$ cat src/rtl/aes_mixcolumns_wddl_seq.sv
// Column-serial dual-rail (WDDL) AES MixColumns / InvMixColumns engine.
// One 32-bit column per evaluate phase; every datapath node returns to 0/0 between evaluations.
module aes_mixcolumns_wddl_seq #(
    parameter int NCOL   = 4,
    parameter bit INV_EN = 1'b1
) (
    input  logic                  clk,
    input  logic                  rst,
    input  logic                  in_valid,
    output logic                  in_ready,
    input  logic                  inv,
    input  logic [32*NCOL-1:0]    sa_sr_p,
    input  logic [32*NCOL-1:0]    sa_sr_n,
    output logic                  out_valid,
    input  logic                  out_ready,
    output logic [32*NCOL-1:0]    sa_mc_p,
    output logic [32*NCOL-1:0]    sa_mc_n,
    output logic                  dr_err
);

    localparam int CW = (NCOL > 1) ? $clog2(NCOL) : 1;
    localparam logic [7:0] POLY = 8'h1b;

    typedef enum logic [1:0] {IDLE, PRECH, EVAL, DONE} state_t;

    typedef struct packed {
        logic [7:0] p;
        logic [7:0] n;
    } dr8_t;

    // WDDL XOR: each rail is a positive (monotone) function, so 0/0 inputs give 0/0 out.
    function automatic dr8_t dr_xor(input dr8_t a, input dr8_t b);
        dr8_t r;
        r.p = (a.p & b.n) | (a.n & b.p);
        r.n = (a.p & b.p) | (a.n & b.n);
        return r;
    endfunction

    // xtime without any constant rail: the shifted-in zero is folded away, bit 0 is a[7].
    function automatic dr8_t dr_xtime(input dr8_t a);
        dr8_t r;
        r.p = {a.p[6:0], a.p[7]};
        r.n = {a.n[6:0], a.n[7]};
        for (int k = 1; k < 8; k++) begin
            if (POLY[k]) begin
                r.p[k] = (a.p[k-1] & a.n[7]) | (a.n[k-1] & a.p[7]);
                r.n[k] = (a.p[k-1] & a.p[7]) | (a.n[k-1] & a.n[7]);
            end
        end
        return r;
    endfunction

    state_t         state;
    logic [CW-1:0]  col;
    logic           mode;
    logic [31:0]    op_p;
    logic [31:0]    op_n;
    logic [31:0]    buf_p [NCOL];
    logic [31:0]    buf_n [NCOL];
    logic [31:0]    mc_p  [NCOL];
    logic [31:0]    mc_n  [NCOL];
    logic [31:0]    res_p;
    logic [31:0]    res_n;

    dr8_t a_b     [4];
    dr8_t x2      [4];
    dr8_t fwd     [4];
    dr8_t inv_res [4];

    assign in_ready  = (state == IDLE);
    assign out_valid = (state == DONE);

    genvar gi;
    generate
        for (gi = 0; gi < NCOL; gi++) begin : g_pack
            assign sa_mc_p[32*gi +: 32] = mc_p[gi];
            assign sa_mc_n[32*gi +: 32] = mc_n[gi];
        end

        for (gi = 0; gi < 4; gi++) begin : g_fwd
            localparam int I1 = (gi + 1) % 4;
            localparam int I2 = (gi + 2) % 4;
            localparam int I3 = (gi + 3) % 4;
            assign a_b[gi] = {op_p[31-8*gi -: 8], op_n[31-8*gi -: 8]};
            assign x2[gi]  = dr_xtime(a_b[gi]);
            assign fwd[gi] = dr_xor(dr_xor(x2[gi], dr_xor(x2[I1], a_b[I1])),
                                    dr_xor(a_b[I2], a_b[I3]));
        end

        if (INV_EN) begin : g_inv
            dr8_t x4 [4];
            dr8_t x8 [4];
            dr8_t m9 [4];
            dr8_t mb [4];
            dr8_t md [4];
            dr8_t me [4];
            for (gi = 0; gi < 4; gi++) begin : g_byte
                localparam int I1 = (gi + 1) % 4;
                localparam int I2 = (gi + 2) % 4;
                localparam int I3 = (gi + 3) % 4;
                assign x4[gi] = dr_xtime(x2[gi]);
                assign x8[gi] = dr_xtime(x4[gi]);
                assign m9[gi] = dr_xor(x8[gi], a_b[gi]);
                assign mb[gi] = dr_xor(m9[gi], x2[gi]);
                assign md[gi] = dr_xor(m9[gi], x4[gi]);
                assign me[gi] = dr_xor(dr_xor(x8[gi], x4[gi]), x2[gi]);
                assign inv_res[gi] = dr_xor(dr_xor(me[gi], mb[I1]),
                                            dr_xor(md[I2], m9[I3]));
            end
        end else begin : g_noinv
            for (gi = 0; gi < 4; gi++) begin : g_byte
                assign inv_res[gi] = fwd[gi];
            end
        end

        // Mode is a static control for the whole state, so a per-rail select keeps 0/0 at 0/0.
        for (gi = 0; gi < 4; gi++) begin : g_sel
            assign res_p[31-8*gi -: 8] = mode ? inv_res[gi].p : fwd[gi].p;
            assign res_n[31-8*gi -: 8] = mode ? inv_res[gi].n : fwd[gi].n;
        end
    endgenerate

    always_ff @(posedge clk or posedge rst) begin
        if (rst) begin
            state  <= IDLE;
            col    <= '0;
            mode   <= 1'b0;
            op_p   <= '0;
            op_n   <= '0;
            dr_err <= 1'b0;
            for (int c = 0; c < NCOL; c++) begin
                buf_p[c] <= '0;
                buf_n[c] <= '0;
                mc_p[c]  <= '0;
                mc_n[c]  <= '0;
            end
        end else begin
            case (state)
                IDLE: begin
                    if (in_valid) begin
                        for (int c = 0; c < NCOL; c++) begin
                            buf_p[c] <= sa_sr_p[32*c +: 32];
                            buf_n[c] <= sa_sr_n[32*c +: 32];
                            mc_p[c]  <= '0;
                            mc_n[c]  <= '0;
                        end
                        mode <= INV_EN ? inv : 1'b0;
                        col  <= '0;
                        if (|(~(sa_sr_p ^ sa_sr_n)))
                            dr_err <= 1'b1;
                        state <= PRECH;
                    end
                end
                PRECH: begin
                    op_p  <= buf_p[col];
                    op_n  <= buf_n[col];
                    state <= EVAL;
                end
                EVAL: begin
                    mc_p[col] <= res_p;
                    mc_n[col] <= res_n;
                    op_p      <= '0;
                    op_n      <= '0;
                    if (col == CW'(NCOL - 1)) begin
                        state <= DONE;
                    end else begin
                        col   <= col + 1'b1;
                        state <= PRECH;
                    end
                end
                DONE: begin
                    if (out_ready)
                        state <= IDLE;
                end
                default: state <= IDLE;
            endcase
        end
    end

endmodule

$ cat config.mk
export PLATFORM = sky130hd
export DESIGN_NAME = aes_mixcolumns_wddl_seq
export DESIGN_NICKNAME = d
export VERILOG_FILES = /design/src/rtl/aes_mixcolumns_wddl_seq.sv
export SDC_FILE = /design/constraint.sdc
export NUM_CORES = 2
export LEC_CHECK = 0
export ABC_CLOCK_PERIOD_IN_PS = 16980
export BUFFER_PORTS_ARGS = -buffer_cell sky130_fd_sc_hd__buf_2
export CORE_MARGIN = 10
export CORE_UTILIZATION = 25
export DETAILED_ROUTE_END_ITERATION = 16
export GPL_TIMING_DRIVEN = 0
export SLEW_MARGIN = 20
export SYNTH_ARGS = -nofsm -noshare
export SYNTH_HDL_FRONTEND = slang
export SYNTH_SLANG_ARGS = --single-unit
$ cat constraint.sdc
create_clock -name clk -period 16.98 [get_ports clk]
set_input_delay 0.849 -clock clk [delete_from_list [all_inputs] [get_ports clk]]
set_output_delay 0.849 -clock clk [all_outputs]
set_load 0.005 [all_outputs]
Yosys cells after proc, flatten, opt, wreduce, memory -nomap -nowiden
Index checks and enable logic that the tools add are counted.
Widths: inputs -> output; s select.
{ "classes": {"n_lt_le_gt_ge": 2, "addsub": 1, "reduce_logical": 10, "n_mux": 30, "bitwise_logic": 507, "n_eq_ne": 7} }
{ "op_table": {"columns": ["op", "count"], "rows": [
  ["$and 8x8->8", 192],
  ["$or 8x8->8", 96],
  ["$pmux 128 s2", 2],
  ["$bwmux 128", 2],
  ["$mux 32", 5],
  ["$and 1x1->1", 144],
  ["$bmux 32 s2", 2],
  ["$mux 128", 1],
  ["$not 128->128", 1],
  ["$pmux 32 s2", 2],
  ["$reduce_or 128->1", 1],
  ["$xor 128x128->128", 1],
  ["$or 1x1->1", 72],
  ["$demux 32 s2", 1],
  ["$mux 8", 8],
  ["$mux 2", 5],
  ["$pmux 2 s4", 1],
  ["$eq 2x2->1 const B", 3],
  ["$reduce_and 2->1", 3],
  ["$reduce_and 3->1", 2],
  ["$ne 2x2->1 const B", 2],
  ["$pmux 2 s2", 1],
  ["$reduce_bool 2->1", 2],
  ["$ge 3x3->1 const B", 1],
  ["other kinds (7)", 7]
]} }
{ "word_totals": {"word_cells": 579, "register_bits": 582} }

Depth between registers and ports, before layout
{ "depth": {"depth_word": 15, "depth_mapped": 11, "ltp_nobuf": 9} }

Least setup slack after synthesis
Ideal clock, no wire load.
{ "synth_path": {"path_kind": "reg-to-reg", "start": "register col[0]", "end": "register mc_n, in the netlist sa_mc_n[10]", "path_buffers": 4, "setup_ns": 0.066, "period_less_slack_ns": 2.768, "t_arrival_ns": 2.701, "t_required_ns": 16.914, "stages_incl_launch_ff": 9, "path_slack_ns": 14.212, "cell_sequence": "dfrtp_1 -> clkbuf_1 -> buf_1 -> buf_1 -> inv_1 -> ha_1 -> o21ai_1 -> clkbuf_1 -> a22o_1"} }
{ "synth_via": {"elab_chain_cells": 7} }
{ "synth_rtl": {"columns": ["element", "line", "rtl"], "rows": [
  ["from (decl)", "54", "logic [CW-1:0] col;"],
  ["from (signal assigned)", "167", "col <= col + 1'b1;"],
  ["$not 2->3 (implied by the code) *", "161", "mc_n[col] <= res_n;"],
  ["$ge 3x3->1 (implied by the code) / $lt 3x1->1 (equally long branches)", "161", null],
  ["$logic_and 1x1->1 (implied by the code)", "161", null],
  ["$mux 32 (implied by the code)", "161", null],
  ["$demux 32 s2 *", "161", null],
  ["$bwmux 128 *", "161", null],
  ["$pmux 128 s2 *", "138", "case (state)"],
  ["to (signal, indexed assignment)", "161", null],
  ["to (decl)", "61", "logic [31:0] mc_n [NCOL];"]
]} }
Every way passes the cells marked *; elsewhere a longest branch is shown, timed or not.
A chain may end at the register's enable or synchronous reset.

Final worst setup path
{ "layout_path": {"start": "register col[0]", "end": "register mc_p, in the netlist sa_mc_p[28]"} }
{ "layout_via": {"elab_chain_cells": 7} }
{ "layout_rtl": {"columns": ["element", "line", "rtl"], "rows": [
  ["$not 2->3 (implied by the code) *", "160", "mc_p[col] <= res_p;"],
  ["$ge 3x3->1 (implied by the code) / $lt 3x1->1 (equally long branches)", "160", null],
  ["$logic_and 1x1->1 (implied by the code)", "160", null],
  ["$mux 32 (implied by the code)", "160", null],
  ["$demux 32 s2 *", "160", null],
  ["$bwmux 128 *", "160", null],
  ["$pmux 128 s2 *", "138", null],
  ["to (signal, indexed assignment)", "160", null],
  ["to (decl)", "60", "logic [31:0] mc_p [NCOL];"]
]} }
Marks and branches as above.

==> results_dict.tcl <==
set metrics [dict create \
    status "complete, no violations" \
    crit_family "buffers and inverters" \
    stdcell_count 5197 \
    ant_nets 0 \
    core_sq_um 124000 \
    fmax_mhz 221 \
    fin_crit_ps 4520 \
    drc 0 \
    yosys_warnings 0 \
    cp_cell_sequence "clkbuf_1, buf_1, buf_1, inv_1, ha_1, nand2_1, clkbuf_1, nor2_1, a22o_1" \
    seq_area_frac_synth_pct 46.7 \
    synthCells 2882 \
    grt_start_max_net_pins 34 \
    dp.cells 5065 \
    grt_pass1_wl_mm 222 \
    synthAdderAreaFrac_pct 0.281 \
    crit_slowest_cell "buf_1" \
    hold_viol_final 0 \
    cts_setup_buffers 0 \
    yosys-top-cells-area "dfrtp_1 47%, mux2_2 9.3%, a22oi_1 7.5%, o22ai_1 6.7%, mux4_2 4.6%" \
    async_flop_share_pct 100 \
    rows 129 \
    track_usage_pct 21.8 \
    synth_top_family_by_area "compound AO/OA/AOI/OAI gates" \
    die_h_microns 373 \
    antenna_found_initial 22 \
    arrival_ps 5020 \
    slew_violations 0 \
    detail_route.vias_per_cell 5.78 \
    drv_cap 0 \
    yosys.area.top_type "dfrtp_1" \
    firstDrtPassIters 6 \
    cp_num_cells 9 \
    critPathKind "reg -> reg" \
    r2r_cells 9 \
    syn_nets 3150 \
    routedWlPerCell_microns 30.6 \
    setup_viol 0 \
    cts_buffers 68 \
    cts_max_path_buffers 3 \
    synth_top_area_share_pct 46.7 \
    grt_overflow_total 0 \
    tightest_slew_ps 1300 \
    endpoint_kind "flop" \
    synth.distinct_cells 48 \
    ir_worst_vdd_uv 87.6 \
    p_leak_nw 15.8 \
    avgSynthCellArea_sq_um 10.8 \
    design.die.area_sq_um 139000 \
    drive_gt1_share_pct 29.7 \
    final_area_sq_um 38700 \
    slew_headroom_pct 12.6 \
    path_max_fanout 10 \
    grt_pass1_vias 29200 \
    finalClockSkew_ps 37.9 \
    synth_flop_cell "dfrtp_1" \
    syn_area_sq_um 31200 \
    cts_hold_buf 0 \
    finalCritPeriodShare_pct 26.6 \
    cts_tree "yes" \
    power_mw 7.84 \
    yosys.area_share.simple_pct 4.41 \
    placed_area_sq_um 36400 \
    cts.clk_slew.worst_paths_ps 60 \
    gp_congestion 0.989 \
    synth_edf_count 0 \
    die_x_microns 373 \
    max_stage_delay_ps 820 \
    root_buffer "clkbuf_16" \
    io_pins 520 \
    insertion_delay_ps 650 \
    synth.mux.area_fraction_pct 13.9 \
    port_buffers 519 \
    cts_resized 0 \
    synth_compound_area_share_pct 27.8 \
    synth_seq_cells 582 \
    vias 30000 \
    critPathBufInv 5 \
    h-tree-depth 3 \
    synth-xor-area-share_pct 3.17 \
    setup_tns_ps 0 \
    num-nets-final 3766 \
    hpwl_mm 128 \
    drtIter0Drc 3825 \
    min_path_type "in -> async" \
    powerDensity_nw_per_um2 203 \
    initial_core_util_pct 25.2 \
    rsz0062_at_grt "false" \
    wl_mm 159 \
    cts.sink_count 582 \
    synthToLayoutAreaGrowth_pct 24.0 \
    cp.required_ps 17480 \
    critPathLaunchType "flop" \
]
Yosys cell counts, types with 2 or more instances:
cell type and count:
dfrtp_1 582, o22ai_1 332, a22oi_1 311, mux2_2 257, nand2_1 235, o21ai_0 229, clkbuf_1 167, a22o_1 144
inv_1 69, xor2_1 68, mux4_2 64, xnor2_1 45, a221oi_1 43, nor2_1 38, buf_1 33, o21ai_1 29
o22a_1 29, a22oi_2 26, a221o_1 23, nand4_1 22, a21oi_1 19, buf_2 19, nor4_1 17, o221ai_1 15
o31ai_1 9, ha_1 7, buf_4 5, nor2b_1 5, and3_1 4, clkinv_1 3, inv_2 3, nor3_1 3
o21ai_2 3, o22ai_2 3, a21boi_1 2, a21oi_2 2, a221oi_2 2, a22oi_4 2, and2_1 2, o221ai_2 2
or3_1 2
final cells by class:
class | instances | area [sq um]
Tap cell | 1637 | 2050
Timing Repair Buffer | 546 | 3110
Inverter | 75 | 285
Clock buffer | 97 | 2020
Multi-Input combinational cell | 2001 | 15500
Sequential cell | 582 | 14600
Antenna cell | 13 | 32.5
Clock inverter | 22 | 264
Fill cell | 12900 | 85100
Buffer | 224 | 886
sequential cells by signal (all words and copies together), names as in the netlist:
name	cells
buf_n	128
buf_p	128
sa_mc_n	128
sa_mc_p	128
op_n	32
op_p	32
col	2
state	2
dr_err	1
mode	1
stage by stage:
| stage | utilization (%) | hold WS [ps] | setup WS, ps |
|---|---|---|---|
| final | 31.3 | 145 | 12460 |
| after detailed placement | 29.4 | 465 | 12330 |
| after global routing | 31.3 | 118 | 12070 |
| after CTS | 31.2 | 96.8 | 12290 |
| after floorplan | - | 468 | 8200 |
| after global placement | 29.0 | 456 | 4300 |
routing by layer:
layer | routed length [microns] | vias up | part of all wire, % | GRT usage [%]
li1 | - | 12600 | - | -
met1 | 63300 | 15200 | 40 | 27.4
met2 | 71400 | 1867 | 45 | 34.3
met3 | 15000 | 389 | 9.5 | 5.55
met4 | 9310 | 10 | 5.9 | 11.2
met5 | 62 | - | 0.039 | 0
worst reg2reg max path: stages, from the launching register on:
cell and delay [ps]:
dfrtp_1 480, clkbuf_1 360, buf_1 670, buf_1 820
inv_1 220, ha_1 310, nand2_1 410, clkbuf_1 750
nor2_1 130, a22o_1 230
cells in the final DEF, fill, tap and decap left out, types with 18 or more instances in the layout:
cell	instances
nand4_1	22
a22o_1	144
a22oi_1	311
a221oi_1	43
a22oi_2	26
inv_1	68
mux4_2	64
o21ai_1	35
o22ai_1	332
clkbuf_16	70
clkbuf_1	176
o22a_1	29
nor2_1	38
nand2_1	235
a221o_1	23
a21oi_1	18
o21ai_0	219
dfrtp_1	582
buf_12	18
xor2_1	68
mux2_2	257
buf_1	32
buf_2	538
xnor2_1	45
logic make-up (layout without fill, tap and decap cells):
kind of cell	Yosys count	in the layout
muxes	321	321
other	0	13
and+or+nand+nor	330	330
buffers and inverters	299	964
xor gates and xnor gates	113	113
DFF	582	582
AOI/OAI and AO/OA	1230	1230
adders and majority gates	7	7
final timing paths:
path / from / endpoint / slack [ps]
worst max-delay path: col[0] / sa_mc_p[28] / 12460
worst min-delay path: rst / sa_mc_n[108] / 150
worst max register to register: col[0] / sa_mc_p[28] / 12460
worst min register to register: sa_mc_p[26] / sa_mc_p[26] / 470
max in group asynchronous: rst / sa_mc_n[113] / 14680
min in group clk: inv / mode / 440
power by group:
part / switching [mW] / internal, mW / total (mW)
clock network: 0.645 / 0.870 / 1.51
logic: 2.74 / 1.30 / 4.03
registers: 0.353 / 1.94 / 2.29
total: 3.74 / 4.10 / 7.84
No activity file was read; power rests on OpenSTA's default activity.
